--- src/rtl/wb_port_arbiter_pkg.sv ---
// Shared types and widths for the writeback port arbiter.
//   DW, AW    : data / register index widths
//   wb_cand_t : one write candidate {valid, rd, data}
//   idx_w()   : pointer width for a power-of-two queue depth
package wb_port_arbiter_pkg;
  localparam int DW = 32;
  localparam int AW = 5;

  typedef struct packed {
    logic          valid;
    logic [AW-1:0] rd;
    logic [DW-1:0] data;
  } wb_cand_t;

  function automatic int idx_w(input int depth);
    return $clog2(depth);
  endfunction
endpackage

--- src/rtl/wb_port_arbiter_if.sv ---
// Bundle of lane, load-return and register-file write-port signals.
//   master : issue lanes / load unit side (drives lanes and load returns)
//   slave  : the arbiter (drives write ports, lr_ready and queue status)
interface wb_port_arbiter_if
  import wb_port_arbiter_pkg::*;
  #(parameter int LQ_DEPTH = 4);
  logic                       l0_valid, l1_valid, lr_valid, lr_ready;
  logic [AW-1:0]              l0_rd, l1_rd, lr_rd;
  logic [DW-1:0]              l0_data, l1_data, lr_data;
  logic                       we, we2;
  logic [AW-1:0]              wr_rd1, wr_rd2;
  logic [DW-1:0]              wr_data1, wr_data2;
  logic                       lq_empty;
  logic [idx_w(LQ_DEPTH):0]   lq_count;

  modport master (
    output l0_valid, l0_rd, l0_data, l1_valid, l1_rd, l1_data,
           lr_valid, lr_rd, lr_data,
    input  lr_ready, we, wr_rd1, wr_data1, we2, wr_rd2, wr_data2, lq_empty, lq_count
  );
  modport slave (
    input  l0_valid, l0_rd, l0_data, l1_valid, l1_rd, l1_data,
           lr_valid, lr_rd, lr_data,
    output lr_ready, we, wr_rd1, wr_data1, we2, wr_rd2, wr_data2, lq_empty, lq_count
  );
endinterface

--- src/rtl/wb_load_queue.sv ---
// Circular load-return FIFO with per-entry kill bits.
//   push/push_rd/push_data : enqueue one entry
//   pop                    : retire the head (caller guarantees hd_valid)
//   kill0/kill1            : lane writes this cycle; matching entries (including the
//                            one being pushed) are marked killed
//   hd_*                   : head entry view; hd_killed is the registered kill bit
//   full/count             : occupancy (killed entries count until popped)
module wb_load_queue
  import wb_port_arbiter_pkg::*;
  #(parameter int LQ_DEPTH = 4)
  (
  input  logic                     clk,
  input  logic                     rst,
  input  logic                     push,
  input  logic [AW-1:0]            push_rd,
  input  logic [DW-1:0]            push_data,
  input  logic                     pop,
  input  wb_cand_t                 kill0,
  input  wb_cand_t                 kill1,
  output logic                     hd_valid,
  output logic [AW-1:0]            hd_rd,
  output logic [DW-1:0]            hd_data,
  output logic                     hd_killed,
  output logic                     full,
  output logic [idx_w(LQ_DEPTH):0] count
);
  localparam int IW = idx_w(LQ_DEPTH);

  logic [LQ_DEPTH-1:0][AW-1:0] rd_q;
  logic [LQ_DEPTH-1:0][DW-1:0] data_q;
  logic [LQ_DEPTH-1:0]         kill_q;
  logic [IW-1:0]               hd, tl;

  function automatic logic hit(input wb_cand_t k, input logic [AW-1:0] rd);
    return k.valid && (k.rd == rd);
  endfunction

  assign hd_valid  = (count != '0);
  assign hd_rd     = rd_q[hd];
  assign hd_data   = data_q[hd];
  assign hd_killed = kill_q[hd];
  assign full      = (count == (IW+1)'(LQ_DEPTH));

  // Payload needs no reset: occupancy is tracked by the pointers/count.
  always_ff @(posedge clk) begin
    if (push) begin
      rd_q[tl]   <= push_rd;
      data_q[tl] <= push_data;
    end
  end

  always_ff @(posedge clk or negedge rst) begin
    if (!rst) begin
      hd     <= '0;
      tl     <= '0;
      count  <= '0;
      kill_q <= '0;
    end else begin
      // Stale slots may pick up kill bits; push overwrites them.
      for (int i = 0; i < LQ_DEPTH; i++)
        if (hit(kill0, rd_q[i]) || hit(kill1, rd_q[i])) kill_q[i] <= 1'b1;
      if (push) begin
        kill_q[tl] <= hit(kill0, push_rd) || hit(kill1, push_rd);
        tl         <= tl + 1'b1;
      end
      if (pop) hd <= hd + 1'b1;
      case ({push, pop})
        2'b10:   count <= count + 1'b1;
        2'b01:   count <= count - 1'b1;
        default: count <= count;
      endcase
    end
  end
endmodule

--- src/rtl/wb_port_arbiter.sv ---
// Writeback arbiter: packs lane0, lane1 and the load-queue head onto the register
// file's two write ports, buffering load returns and killing stale loads.
//   clk, rst : clock, async active-low reset (write outputs forced to 0 while low)
//   bus      : lanes, load-return handshake, write ports, queue status
module wb_port_arbiter
  import wb_port_arbiter_pkg::*;
  #(parameter int LQ_DEPTH = 4)
  (
  input logic              clk,
  input logic              rst,
  wb_port_arbiter_if.slave bus
);
  wb_cand_t      c0, c1, ch, p1, p2;
  logic          hd_valid, hd_killed, head_kill, pop, push, full;
  logic [AW-1:0] hd_rd;
  logic [DW-1:0] hd_data;

  always_comb begin
    c0.valid = bus.l0_valid && (bus.l0_rd != '0);
    c0.rd    = bus.l0_rd;
    c0.data  = bus.l0_data;
    c1.valid = bus.l1_valid && (bus.l1_rd != '0);
    c1.rd    = bus.l1_rd;
    c1.data  = bus.l1_data;
    if (c0.valid && c1.valid && (c0.rd == c1.rd)) c0.valid = 1'b0;

    // A head matching a lane written this cycle is already stale: retire it
    // without a port so the older load can never land after the lane value.
    head_kill = hd_killed || (c0.valid && c0.rd == hd_rd) || (c1.valid && c1.rd == hd_rd);
    ch.valid  = hd_valid && !head_kill;
    ch.rd     = hd_rd;
    ch.data   = hd_data;

    p1 = c0.valid ? c0 : (c1.valid ? c1 : ch);
    p2 = '0;
    if (c0.valid && c1.valid)      p2 = c1;
    else if (c0.valid || c1.valid) p2 = ch;

    pop = hd_valid && (head_kill || !(c0.valid && c1.valid));
  end

  assign bus.lr_ready = rst && !full;
  assign push         = bus.lr_valid && bus.lr_ready && (bus.lr_rd != '0);

  wb_load_queue #(.LQ_DEPTH(LQ_DEPTH)) u_lq (
    .clk       (clk),
    .rst       (rst),
    .push      (push),
    .push_rd   (bus.lr_rd),
    .push_data (bus.lr_data),
    .pop       (pop),
    .kill0     (c0),
    .kill1     (c1),
    .hd_valid  (hd_valid),
    .hd_rd     (hd_rd),
    .hd_data   (hd_data),
    .hd_killed (hd_killed),
    .full      (full),
    .count     (bus.lq_count)
  );

  assign bus.lq_empty = (bus.lq_count == '0);

  // Reset gates the combinational lane paths so the ports are quiet immediately.
  assign bus.we       = rst && p1.valid;
  assign bus.wr_rd1   = bus.we  ? p1.rd   : '0;
  assign bus.wr_data1 = bus.we  ? p1.data : '0;
  assign bus.we2      = rst && p2.valid;
  assign bus.wr_rd2   = bus.we2 ? p2.rd   : '0;
  assign bus.wr_data2 = bus.we2 ? p2.data : '0;
endmodule
--- src/flat_wrapper.sv ---
// flat-port wrapper written by rule: the top's interface ports become plain ports
module wb_port_arbiter_flat import wb_port_arbiter_pkg::*;
#(parameter int LQ_DEPTH = 4)
  (clk, rst, bus_l0_valid, bus_l0_rd, bus_l0_data, bus_l1_valid, bus_l1_rd, bus_l1_data, bus_lr_valid, bus_lr_rd, bus_lr_data, bus_lr_ready, bus_we, bus_wr_rd1, bus_wr_data1, bus_we2, bus_wr_rd2, bus_wr_data2, bus_lq_empty, bus_lq_count);
  wb_port_arbiter_if #(.LQ_DEPTH(LQ_DEPTH)) bus_i ();
  input logic clk;
  input logic rst;
  input wire logic [$bits(bus_i.l0_valid)-1:0] bus_l0_valid;
  input wire logic [$bits(bus_i.l0_rd)-1:0] bus_l0_rd;
  input wire logic [$bits(bus_i.l0_data)-1:0] bus_l0_data;
  input wire logic [$bits(bus_i.l1_valid)-1:0] bus_l1_valid;
  input wire logic [$bits(bus_i.l1_rd)-1:0] bus_l1_rd;
  input wire logic [$bits(bus_i.l1_data)-1:0] bus_l1_data;
  input wire logic [$bits(bus_i.lr_valid)-1:0] bus_lr_valid;
  input wire logic [$bits(bus_i.lr_rd)-1:0] bus_lr_rd;
  input wire logic [$bits(bus_i.lr_data)-1:0] bus_lr_data;
  output wire logic [$bits(bus_i.lr_ready)-1:0] bus_lr_ready;
  output wire logic [$bits(bus_i.we)-1:0] bus_we;
  output wire logic [$bits(bus_i.wr_rd1)-1:0] bus_wr_rd1;
  output wire logic [$bits(bus_i.wr_data1)-1:0] bus_wr_data1;
  output wire logic [$bits(bus_i.we2)-1:0] bus_we2;
  output wire logic [$bits(bus_i.wr_rd2)-1:0] bus_wr_rd2;
  output wire logic [$bits(bus_i.wr_data2)-1:0] bus_wr_data2;
  output wire logic [$bits(bus_i.lq_empty)-1:0] bus_lq_empty;
  output wire logic [$bits(bus_i.lq_count)-1:0] bus_lq_count;
  assign bus_i.l0_valid = bus_l0_valid;
  assign bus_i.l0_rd = bus_l0_rd;
  assign bus_i.l0_data = bus_l0_data;
  assign bus_i.l1_valid = bus_l1_valid;
  assign bus_i.l1_rd = bus_l1_rd;
  assign bus_i.l1_data = bus_l1_data;
  assign bus_i.lr_valid = bus_lr_valid;
  assign bus_i.lr_rd = bus_lr_rd;
  assign bus_i.lr_data = bus_lr_data;
  assign bus_lr_ready = bus_i.lr_ready;
  assign bus_we = bus_i.we;
  assign bus_wr_rd1 = bus_i.wr_rd1;
  assign bus_wr_data1 = bus_i.wr_data1;
  assign bus_we2 = bus_i.we2;
  assign bus_wr_rd2 = bus_i.wr_rd2;
  assign bus_wr_data2 = bus_i.wr_data2;
  assign bus_lq_empty = bus_i.lq_empty;
  assign bus_lq_count = bus_i.lq_count;
  wb_port_arbiter #(.LQ_DEPTH(LQ_DEPTH)) u_core (.clk(clk), .rst(rst), .bus(bus_i));
endmodule
--- config.mk ---
export PLATFORM = sky130hd
export DESIGN_NAME = wb_port_arbiter_flat
export DESIGN_NICKNAME = d
export VERILOG_FILES = /design/src/rtl/wb_port_arbiter_pkg.sv /design/src/rtl/wb_port_arbiter_if.sv /design/src/rtl/wb_load_queue.sv /design/src/rtl/wb_port_arbiter.sv /design/src/flat_wrapper.sv
export SDC_FILE = /design/constraint.sdc
export NUM_CORES = 1
export LEC_CHECK = 0
export ABC_AREA = 1
export BUFFER_PORTS_ARGS = -buffer_cell sky130_fd_sc_hd__buf_2
export CORE_ASPECT_RATIO = 0.7
export CORE_MARGIN = 2
export CORE_UTILIZATION = 59
export DETAILED_ROUTE_END_ITERATION = 10
export HOLD_SLACK_MARGIN = 0.08
export PLACE_DENSITY_LB_ADDON = 0.12
export RECOVER_POWER = 25
export SYNTH_ARGS = -nofsm -noshare
export SYNTH_HDL_FRONTEND = slang
export SYNTH_SLANG_ARGS = --single-unit
export TNS_END_PERCENT = 20
--- constraint.sdc ---
create_clock -name clk -period 4.8 [get_ports clk]
set_input_delay 0.96 -clock clk [delete_from_list [all_inputs] [get_ports clk]]
set_output_delay 0.96 -clock clk [all_outputs]
set_load 0.02 [all_outputs]
# Word level (Yosys, flattened, before mapping)

Index checks and enable logic that the tools add are counted.
W data, S select, Z words.

Output and inout port bits: 81
Register bits: 159
Logic and storage cells: 108

Reduce and logical (&&, ||, !) cells: 43
Order comparisons: 3
Add/subtract/negate cells: 4
Mux-type cells: 30
Equality and inequality tests: 16

Operators with widths:

| cell                  | count |
|---|---|
| $mux W38              | 4 |
| $bwmux W128           | 1 |
| $mux W32              | 4 |
| $eq A5 B5 Y1          | 13 |
| $bmux W32 S2          | 1 |
| $demux W32 S2         | 1 |
| $logic_and A1 B1 Y1   | 25 |
| $bwmux W20            | 1 |
| $mux W5               | 4 |
| $reduce_bool A5 Y1    | 3 |
| $bmux W5 S2           | 1 |
| $demux W5 S2          | 1 |
| $logic_or A1 B1 Y1    | 9 |
| $mux W1               | 7 |
| $lt A2 B3 Y1 const B  | 2 |
| $pmux W3 S2           | 1 |
| $add A2 B1 Y2 const B | 2 |
| $bwmux W4             | 1 |
| $mux W4               | 1 |
| $add A3 B1 Y3 const B | 1 |
| $eq A3 B3 Y1 const B  | 1 |
| $logic_not A1 Y1      | 3 |
| $logic_not A3 Y1      | 1 |
| $reduce_bool A3 Y1    | 1 |
| 7 further kinds       | 7 |

# Longest topological paths before layout

Gate-level depths: netlist (run 1).

Depth after elaboration: 14
Depth in mapped cells: 20
Gate-level depth less buffers: 19

# By module

A second synthesis (run 1) with hierarchy kept.

Cell total of the unflattened synthesis: 1,192
Area total of the unflattened synthesis: 9,444.1 um2

By module, submodules not included:

| module          | area an instance (um2) | cells each | times used |
|---|---|---|---|
| wb_load_queue   | 6,936.7                | 651        | 1 |
| wb_port_arbiter | 2,507.4                | 541        | 1 |

# Worst setup path after synthesis (run 1)

Ideal clock, no wire load.

Kind: input to register
From: in rst
To: reg u_core.u_lq.kill_q[0]
Data required time: 4.680 ns
Path slack: 0.944 ns
Buffers on the path: 0
Arrival time: 3.736 ns
Stages on the path: 7
Cell sequence: inv_1 > a31oi_1 > nand3_1 > nor2_1 > inv_1 > o21ai_0 > inv_1

Longest elaborated chain between the ends: 4

RTL lines:

| what                             | RTL line              | source |
|---|---|---|
| start: declaration               | flat_wrapper.sv:7     | `input logic rst;` |
| $logic_and A1 B1 Y1              | wb_port_arbiter.sv:42 | `assign bus.lr_ready = rst && !full;` |
| net bus_lr_ready                 | flat_wrapper.sv:17    | `output wire logic [$bits(bus_i.lr_ready)-1:0] bus_lr_ready;` |
| $logic_and A1 B1 Y1 (2 in a row) | wb_port_arbiter.sv:43 | `assign push = bus.lr_valid && bus.lr_ready && (bus.lr_rd != '0);` |
| $mux W4                          | wb_load_queue.sv:62   | `if (push) begin` |
| end signal: indexed assignment   | wb_load_queue.sv:63   | `kill_q[tl] <= hit(kill0, push_rd) \|\| hit(kill1, push_rd);` |
| end: declaration                 | wb_load_queue.sv:31   | `logic [LQ_DEPTH-1:0] kill_q;` |

The timed path passes the listed nets, and every way through them passes these cells.
A chain may end at the register's enable or synchronous reset.

# Final worst setup path (run 1)

From: reg u_core.u_lq.hd[0]
To: out bus_wr_data2[2]

Longest elaborated chain between the ends: 12
Elaborated cells on any way between the ends: 18
Those cells by class: eq/ne (2); mux (9); reduce/logical (7)

RTL lines:

| what                            | RTL line              | source |
|---|---|---|
| start: declaration              | wb_load_queue.sv:32   | `logic [IW-1:0] hd, tl;` |
| start signal: assignment        | wb_load_queue.sv:66   | `if (pop) hd <= hd + 1'b1;` |
| $bmux W5 S2                     | wb_load_queue.sv:39   | `assign hd_rd = rd_q[hd];` |
| $mux W5 (not written as such)   | wb_load_queue.sv:39   |  |
| $eq A5 B5 Y1                    | wb_port_arbiter.sv:29 | `head_kill = hd_killed \|\| (c0.valid && c0.rd == hd_rd) \|\| (c1.valid && c1.rd == hd_rd);` |
| $logic_and A1 B1 Y1             | wb_port_arbiter.sv:29 |  |
| $logic_or A1 B1 Y1 (2 in a row) | wb_port_arbiter.sv:29 |  |
| $logic_not A1 Y1                | wb_port_arbiter.sv:30 | `ch.valid = hd_valid && !head_kill;` |
| $logic_and A1 B1 Y1             | wb_port_arbiter.sv:30 |  |
| $mux W38 (*)                    | wb_port_arbiter.sv:37 | `else if (c0.valid \|\| c1.valid) p2 = ch;` |
| $mux W38 (*)                    | wb_port_arbiter.sv:36 | `if (c0.valid && c1.valid) p2 = c1;` |
| $logic_and A1 B1 Y1             | wb_port_arbiter.sv:68 | `assign bus.we2 = rst && p2.valid;` |
| $mux W32 (*)                    | wb_port_arbiter.sv:70 | `assign bus.wr_data2 = bus.we2 ? p2.data : '0;` |
| end: declaration                | flat_wrapper.sv:23    | `output wire logic [$bits(bus_i.wr_data2)-1:0] bus_wr_data2;` |

Mark *: on every way between the ends. The rest lies on a longest branch, timed or not. The select of a mux whose other input is x is not followed.

==> results of run 1 <==
==> layout make-up <==
type	count	area [um^2]
sequential	159	4721
fill	1149	4228
multi-input combinational	662	3480
timing repair buffer	216	1111
clock buffer	17	425.4
tap	195	244.0
inverter	62	232.7
clock inverter	15	141.4
==> flip-flops by register name, summed over array words and instances, names as in the netlist <==
signal              cells
u_core.u_lq.count       3
u_core.u_lq.data_q    128
u_core.u_lq.hd          2
u_core.u_lq.kill_q      4
u_core.u_lq.rd_q       20
u_core.u_lq.tl          2
==> layer usage <==
metal / share of wire, % / wire length (um) / vias to the layer above / global-route usage (%)
li1: - / - / 3598 / -
met1: 43 / 9871 / 3413 / 41.79
met2: 44 / 10120 / 354 / 44.10
met3: 11 / 2429 / 30 / 9.091
met4: 1.4 / 330 / 2 / 7.483
met5: 0.057 / 13 / - / 0
==> path summary, 6_finish.rpt <==
| kind | start | to | slack, ns | depth (start not counted) |
|---|---|---|---|---|
| max | u_core.u_lq.hd[0]$_DFFE_PN0P_ | bus_wr_data2[2] | 0.67 | 10 |
| min | u_core.u_lq.kill_q[1]$_DFF_PN0_ | u_core.u_lq.kill_q[1]$_DFF_PN0_ | 0.51 | 2 |
| max reg2reg | u_core.u_lq.hd[0]$_DFFE_PN0P_ | u_core.u_lq.count[2]$_DFFE_PN0P_ | 1.76 | 13 |
| min reg2reg | u_core.u_lq.kill_q[1]$_DFF_PN0_ | u_core.u_lq.kill_q[1]$_DFF_PN0_ | 0.51 | 2 |
| max in group asynchronous | rst | u_core.u_lq.hd[0]$_DFFE_PN0P_ | 3.79 | 1 |
| min in group asynchronous | rst | u_core.u_lq.count[0]$_DFFE_PN0P_ | 0.54 | 1 |
==> power by group <==
| part | total [mW] | switching (mW) | internal [mW] |
|---|---|---|---|
| sequential | 1.79 | 0.0919 | 1.70 |
| clock | 1.30 | 0.607 | 0.690 |
| combinational | 2.48 | 1.66 | 0.818 |
| total | 5.57 | 2.36 | 3.21 |
==> placed cells by master, fill, tap and decap left out, drive strengths merged, types with 2 or more instances in the layout <==
cell / synthesis / layout
a21oi: 33 / 33
nor2: 108 / 108
xnor2: 26 / 26
clkinv: 0 / 4
or2: 2 / 2
nand2: 233 / 233
nor4: 3 / 3
o22ai: 13 / 13
o21ai: 118 / 118
inv: 62 / 72
o221ai: 13 / 13
nand3: 33 / 33
a32o: 19 / 19
edfxtp: 148 / 148
dfrtp: 11 / 11
clkbuf: 24 / 43
o41ai: 2 / 2
nand4: 6 / 6
buf: 40 / 190
nor3: 8 / 8
a22oi: 6 / 6
xor2: 29 / 29
ha: 5 / 5
==> metrics by stage <==
| stage | instances | utilization, % | setup slack (ns) | hold slack [ns] | cell area, um^2 |
|---|---|---|---|---|---|
| global route | 1326 | 71.01 | 0.5159 | 0.5458 | 10350 |
| CTS | 1326 | 71.23 | 0.7084 | 0.4037 | 10390 |
| global placement | 1294 | 67.34 | 0.8407 | 0.4864 | 9821 |
| floorplan | 947 | - | 0.9437 | 0.4614 | 8737 |
| finish | 1326 | 71.01 | 0.6657 | 0.5065 | 10350 |
| detailed placement | 1294 | 67.34 | 0.7728 | 0.4798 | 9821 |
==> worst max-delay path, cell delays in order, from the launching register on <==
cell	delay (ns)
dfrtp_2	0.52
inv_2	0.25
buf_4	0.46
nand2_1	0.14
a32o_1	0.26
nand4_1	0.13
nand2_1	0.07
nand2_1	0.35
buf_4	0.33
nor2_1	0.08
buf_2	0.16
==> kinds of logic (layout without fill, tap and decap cells) <==
logic type | after synthesis | count (layout) | share of synthesized area [%]
DFF | 159 | 159 | 54.02
xor gates and xnor gates | 55 | 55 | 5.513
buffers and inverters | 126 | 310 | 6.473
adders and majority gates | 6 | 6 | 0.9452
AOI/OAI and AO/OA | 207 | 207 | 14.03
and+or+nand+nor | 394 | 394 | 19.02
==> impl_metrics.ini, run 1 <==
[outcome]
status = finished clean

[yosys]
synth_cell_types = 36
synthTopCellsByArea = edfxtp_1 51%, nand2_1 9.8%, o21ai_0 6.7%, nor2_1 3.6%, dfrtp_1 3.2%
yosysWarnings = 0
synth_area_um2 = 8737
yosysMostFrequentCell = nand2_1
synthCells = 947
ys.flop_type = edfxtp_1
synth_top_area_share_pct = 50.87
post_synth.cell_area_avg_um2 = 9.226
synth-edff-count = 148
ys_seq_area_share_pct = 54.02
async_flop_share_pct = 6.918
synth_area_leader_cell = edfxtp_1
synthTopCellsByCount = 227 x nand2_1, 148 x edfxtp_1, 117 x o21ai_0
ys_ff_latch = 159
synth_fp_nets = 1069

[cts]
cts_tree = done
clk_latency_ns = 0.42
clk_pin_slew_ns = 0.07
cts_setup_buffers = 0
ctsHoldBuffers = 0
cts.path.max_buffers = 2
cts_sinks = 159
cts_resized = 0
htree_levels = 4
cts_root_buffer = clkbuf_16
cts_buffers = 17

[sta]
relSlewSlack_pct = 45.62
fin_worst_skew_ns = 0.006196
min_period_ns = 4.134
hold_viol_final = 0
tightest_slew_ns = 0.8138
drv_slew = 0
fin_setup_tns_ns = 0
finalCritPeriodShare_pct = 86.13
finalSetupViolCount = 0
fmax_mhz = 241.9
rsz0062_at_grt = no

[grt]
grt_max_degree = 67
grt_antenna_before_repair = 1
grt_first_pass_wirelength_mm = 35.62
grt_overflow = 0
gr-usage-all-layers_pct = 29.35
grt_pass1_vias = 6739

[die]
num_rows = 37
core_um2 = 14580
die_w_um = 149.5
die_area_um2 = 15810
io_pins = 197
initial_utilization_pct = 59.91
fp.dieH_um = 105.8

[setup_path]
worst-path-max-fanout = 44
path_class = reg -> out
worst_setup_path_end_kind = primary output
cp-start-kind = flip-flop
cp_data_required_time_ns = 3.84
arrival_ns = 3.17

[drt]
vias = 7397
finalWirelength_mm = 22.77
drc = 0
viasPerCell = 5.578
antenna_left = 0
first_pass_iters = 6
first_iter_violations = 782
drt-wirelength-per-cell_um = 17.17

[placement]
routabilityCongestion = 0.9547
portBuffers = 196
dp_hpwl_mm = 15.32

[cells_and_area]
diodes = 0
area_growth_pct = 18.52
fin_nets = 1240
drive_above_1_share_pct = 24.05

[pwr]
totalPowerFinal_mw = 5.571
power_density_nw_per_um2 = 538.0
ir_worst_vdd_v = 0.0003591
total_leakage_power_nw = 4.305

[min_path]
hold_path.class = reg -> reg

[job]
cap_violations = 0
Power figures use the tool's default switching activity.
==> run 2: changes to the inputs <==
Settings changed: CAP_MARGIN from default to 20, PLACE_DENSITY from default to 0.83, PLACE_DENSITY_LB_ADDON 0.12 to default.
==> run 2 against run 1 <==
First-iteration DRC count grew 11%. Die area stayed put. Critical endpoint is now bus_wr_data2[3]. Core utilization decreased by 0.21 points. Power grew 0.25%. Wire length grew 3.6%. Clock skew rose by 0.0067 ns. Combinational power up 2%.
==> impl_metrics.ini, run 2 (synthesis results as in run 1) <==
[outcome]
status = finished clean

[cts]
clk_pin_slew_ns = 0.06
clk_latency_ns = 0.42
cts_setup_buffers = 0
cts.path.max_buffers = 2
cts_buffers = 17
cts_root_buffer = clkbuf_16
cts_resized = 0
ctsHoldBuffers = 0
htree_levels = 4
cts_tree = done
cts_sinks = 159

[die]
num_rows = 37
die_area_um2 = 15810
die_w_um = 149.5
io_pins = 197
fp.dieH_um = 105.8
core_um2 = 14580
initial_utilization_pct = 59.91

[grt]
grt_max_degree = 57
gr-usage-all-layers_pct = 30.27
grt_antenna_before_repair = 3
grt_overflow = 0
grt_first_pass_wirelength_mm = 36.33
grt_pass1_vias = 6863

[setup_path]
cp-start-kind = flip-flop
worst_setup_path_end_kind = primary output
arrival_ns = 3.31
path_class = reg -> out
cp_data_required_time_ns = 3.84
worst-path-max-fanout = 21

[drt]
drt-wirelength-per-cell_um = 17.78
drc = 0
first_iter_violations = 869
first_pass_iters = 5
antenna_left = 0
finalWirelength_mm = 23.58
vias = 7597
viasPerCell = 5.729

[sta]
relSlewSlack_pct = 46.85
min_period_ns = 4.273
fmax_mhz = 234.0
fin_worst_skew_ns = 0.01294
fin_setup_tns_ns = 0
finalCritPeriodShare_pct = 89.02
hold_viol_final = 0
rsz0062_at_grt = no
tightest_slew_ns = 0.7954
drv_slew = 0
finalSetupViolCount = 0

[cells_and_area]
final_cell_mix = 226 x nand2_1, 170 x buf_2, 148 x edfxtp_1
top_register = u_core.u_lq.data_q
design_area_um2 = 10320
final_common_cell = nand2_1
largest_register_ff_count = 128
fin_nets = 1239
reg.largest.list = u_core.u_lq.data_q x128, u_core.u_lq.rd_q x20, u_core.u_lq.kill_q x4
drive_above_1_share_pct = 24.07
area_growth_pct = 18.17

[placement]
dpl_cell_area_um2 = 9803
portBuffers = 196
routabilityCongestion = 1.015
dp_hpwl_mm = 15.88

[pwr]
power_density_nw_per_um2 = 540.9
ir_worst_vdd_v = 0.0003709
total_leakage_power_nw = 4.278

[min_path]
hold_path.class = reg -> reg

[job]
cap_violations = 0
run 2: cell types whose count changed in the layout (fill, tap and decap cells not counted), sizes merged:
cell,delta
diode,+1
buf,-1
clkbuf,+1
inv,-4
clkinv,+2
clkinvlp,+1
run 2: layout make-up:
type	count	area (um^2)
multi-input cells	662	3482
well taps	195	244.0
inverters	62	232.7
diodes	1	2.502
clock buffers	18	429.2
flip-flops and latches	159	4721
fillers	1127	4258
clock inverters	14	122.6
repair buffers	215	1091
run 2: final timing paths:
kind / start / end / slack [ns] / cells past startpoint
worst min-delay path: u_core.u_lq.kill_q[1]$_DFF_PN0_ / u_core.u_lq.kill_q[1]$_DFF_PN0_ / 0.53 / 2
max in group asynchronous: rst / u_core.u_lq.hd[0]$_DFFE_PN0P_ / 3.75 / 1
worst max-delay path: u_core.u_lq.hd[1]$_DFFE_PN0P_ / bus_wr_data2[3] / 0.53 / 15
worst min register to register: u_core.u_lq.kill_q[1]$_DFF_PN0_ / u_core.u_lq.kill_q[1]$_DFF_PN0_ / 0.53 / 2
worst max register to register: u_core.u_lq.hd[1]$_DFFE_PN0P_ / u_core.u_lq.count[2]$_DFFE_PN0P_ / 1.57 / 17
min in group asynchronous: rst / u_core.u_lq.tl[1]$_DFFE_PN0P_ / 0.56 / 1
run 2: stage by stage:
stage	hold slack, ns	setup WS (ns)	power [mW]	utilization [%]	std cells
6_report	0.5269	0.5272	5.584	70.80	1326
5_1_grt	0.5512	0.2762	5.913	70.79	1325
4_1_cts	0.4094	0.5680	5.567	71.01	1325
3_5_place_dp	0.5062	0.6941	4.314	67.22	1293
3_3_place_gp	0.4891	0.7946	4.277	67.22	1293
2_1_floorplan	0.4614	0.9437	3.615	-	947
run 2: layer usage:
metal | global-route usage [%] | up-vias | routed length [um]
met5 | 0 | - | 21
met4 | 9.048 | 4 | 312
met3 | 7.749 | 36 | 2596
met2 | 46.13 | 419 | 10470
met1 | 43.01 | 3544 | 10180
li1 | - | 3594 | -
run 2: critical path, stage by stage, from the launching register on:
cell and delay, ns:
dfrtp_1 0.52, inv_2 0.41, nand3_1 0.25, nand2_1 0.19
nand2_1 0.07, nand2_1 0.10, inv_1 0.05, nand2_1 0.05
nor2_1 0.04, nand2_1 0.08, nand4_1 0.11, nand2_1 0.10
nand2_2 0.27, buf_4 0.32, nor2_1 0.14, buf_2 0.18
run 2: report_power, final:
| group | internal (mW) | total (mW) | leakage, nW | switching [mW] |
|---|---|---|---|---|
| clock | 0.680 | 1.25 | 0.265 | 0.570 |
| combinational | 0.817 | 2.53 | 2.54 | 1.71 |
| sequential | 1.70 | 1.80 | 1.47 | 0.0986 |
==> run 3: changes to the inputs <==
Settings changed: CORE_UTILIZATION 59 to 55, PLACE_DENSITY 0.83 to 0.78, SLEW_MARGIN from default to 30.
==> run 3 against run 2 <==
Core utilization shrank 3.8 points. Register-to-register slack got worse by 0.11 ns. Cell count rose by 0.38%.
==> impl_metrics.ini, run 3 (synthesis results as in run 1) <==
[cells_and_area]
fin_nets = 1239
drive_above_1_share_pct = 24.51
top_register = u_core.u_lq.data_q
final_cell_mix = 226 x nand2_1, 172 x buf_2, 148 x edfxtp_1
design_area_um2 = 10390
reg.largest.list = u_core.u_lq.data_q x128, u_core.u_lq.rd_q x20, u_core.u_lq.kill_q x4
final_common_cell = nand2_1
largest_register_ff_count = 128
area_growth_pct = 18.89

[sta]
fmax_mhz = 230.3
rsz0062_at_grt = no
drv_slew = 0
finalSetupViolCount = 0
finalCritPeriodShare_pct = 90.46
hold_viol_final = 0
min_period_ns = 4.342
relSlewSlack_pct = 44.45
fin_worst_skew_ns = 0.01324
timing.hold.ws_ns = 0.5055
tightest_slew_ns = 0.8323
fin_setup_tns_ns = 0

[cts]
cts.path.max_buffers = 2
clk_latency_ns = 0.43
cts_setup_buffers = 0
cts_root_buffer = clkbuf_16
htree_levels = 4
cts_buffers = 17
cts_sinks = 159
ctsHoldBuffers = 0
clk_pin_slew_ns = 0.07
cts_resized = 0
cts_tree = done

[placement]
dpl_cell_area_um2 = 9822
routabilityCongestion = 0.9760
dp_hpwl_mm = 15.87
portBuffers = 196

[setup_path]
path_class = reg -> out
worst_setup_path_end_kind = primary output
cp_data_required_time_ns = 3.84
worst-path-max-fanout = 35
cp-start-kind = flip-flop
arrival_ns = 3.38
rr_worst_depth = 19

[die]
core_um2 = 15500
die_w_um = 154.6
num_rows = 38
io_pins = 197
die_area_um2 = 16930
fp.dieH_um = 109.5
initial_utilization_pct = 56.37

[min_path]
holdPathStages = 2
hold_path.class = reg -> reg

[drt]
first_pass_iters = 5
finalWirelength_mm = 23.63
first_iter_violations = 743
drt-wirelength-per-cell_um = 17.76
antenna_left = 0
viasPerCell = 5.659
vias = 7532
drc = 0

[pwr]
ir_worst_vdd_v = 0.0003006
power_density_nw_per_um2 = 544.5
totalPowerFinal_mw = 5.656
total_leakage_power_nw = 4.308

[grt]
grt_first_pass_wirelength_mm = 36.27
grt_overflow = 0
grt_antenna_before_repair = 2
grt_max_degree = 78
gr-usage-all-layers_pct = 28.23
grt_pass1_vias = 6748

[job]
cap_violations = 0

[outcome]
status = finished clean
## run 3: changes by cell type in the layout (fill, tap and decap cells not counted), sizes merged
cell    delta
clkbuf     -3
buf        +2
clkinv     +1
## run 3: worst paths after layout
check                      slack [ns]                            start                               end
hold reg to reg                  0.51  u_core.u_lq.kill_q[1]$_DFF_PN0_   u_core.u_lq.kill_q[1]$_DFF_PN0_
max in group asynchronous        3.74                              rst     u_core.u_lq.hd[0]$_DFFE_PN0P_
setup reg to reg                 1.46    u_core.u_lq.hd[0]$_DFFE_PN0P_  u_core.u_lq.count[2]$_DFFE_PN0P_
setup / recovery                 0.46    u_core.u_lq.hd[0]$_DFFE_PN0P_                  bus_wr_data2[20]
min in group asynchronous        0.56                              rst   u_core.u_lq.kill_q[0]$_DFF_PN0_
hold / removal                   0.51  u_core.u_lq.kill_q[1]$_DFF_PN0_   u_core.u_lq.kill_q[1]$_DFF_PN0_
## run 3: layer usage
| metal | routed length, um | track usage [%] | vias up | part of all wire [%] |
|---|---|---|---|---|
| met5 | 11 | 0 | - | 0.047 |
| met4 | 336 | 8.466 | 2 | 1.4 |
| met3 | 2293 | 6.504 | 33 | 9.7 |
| met2 | 10350 | 41.65 | 366 | 44 |
| met1 | 10640 | 41.95 | 3535 | 45 |
| li1 | - | - | 3596 | - |
## run 3: final cells by class
type	instances	area, um^2
multi-input combinational	662	3482
tap	200	250.2
sequential	159	4721
timing repair buffer	215	1106
inverter	62	234.0
antenna	1	2.502
clock buffer	17	425.4
clock inverter	15	166.4
fill	1244	5112
## run 3: metrics by stage
| stage | util, % | setup slack, ns | std cells |
|---|---|---|---|
| floorplan | - | 0.9437 | 947 |
| global placement | 63.37 | 0.5908 | 1298 |
| detailed placement | 63.37 | 0.5730 | 1298 |
| CTS | 67.19 | 0.4950 | 1330 |
| global route | 67.00 | 0.1670 | 1330 |
| finish | 67.02 | 0.4578 | 1331 |
## run 3: power breakdown
group,internal (mW),switching (mW)
Combinational,0.826,1.70
Sequential,1.70,0.0951
Clock,0.697,0.632
Total,3.23,2.43
## run 3: critical path: stages (launching register included)
cell     delay, ns
dfrtp_2       0.52
inv_2         0.51
nand2_1       0.11
nand3_1       0.19
nand2_1       0.12
nand2_1       0.07
nand2_1       0.06
inv_1         0.06
nand2_1       0.04
nor2_1        0.10
nand2_1       0.10
nand4_1       0.10
nand2_1       0.07
nand2_2       0.37
buf_4         0.28
nor2_1        0.06
buf_2         0.15
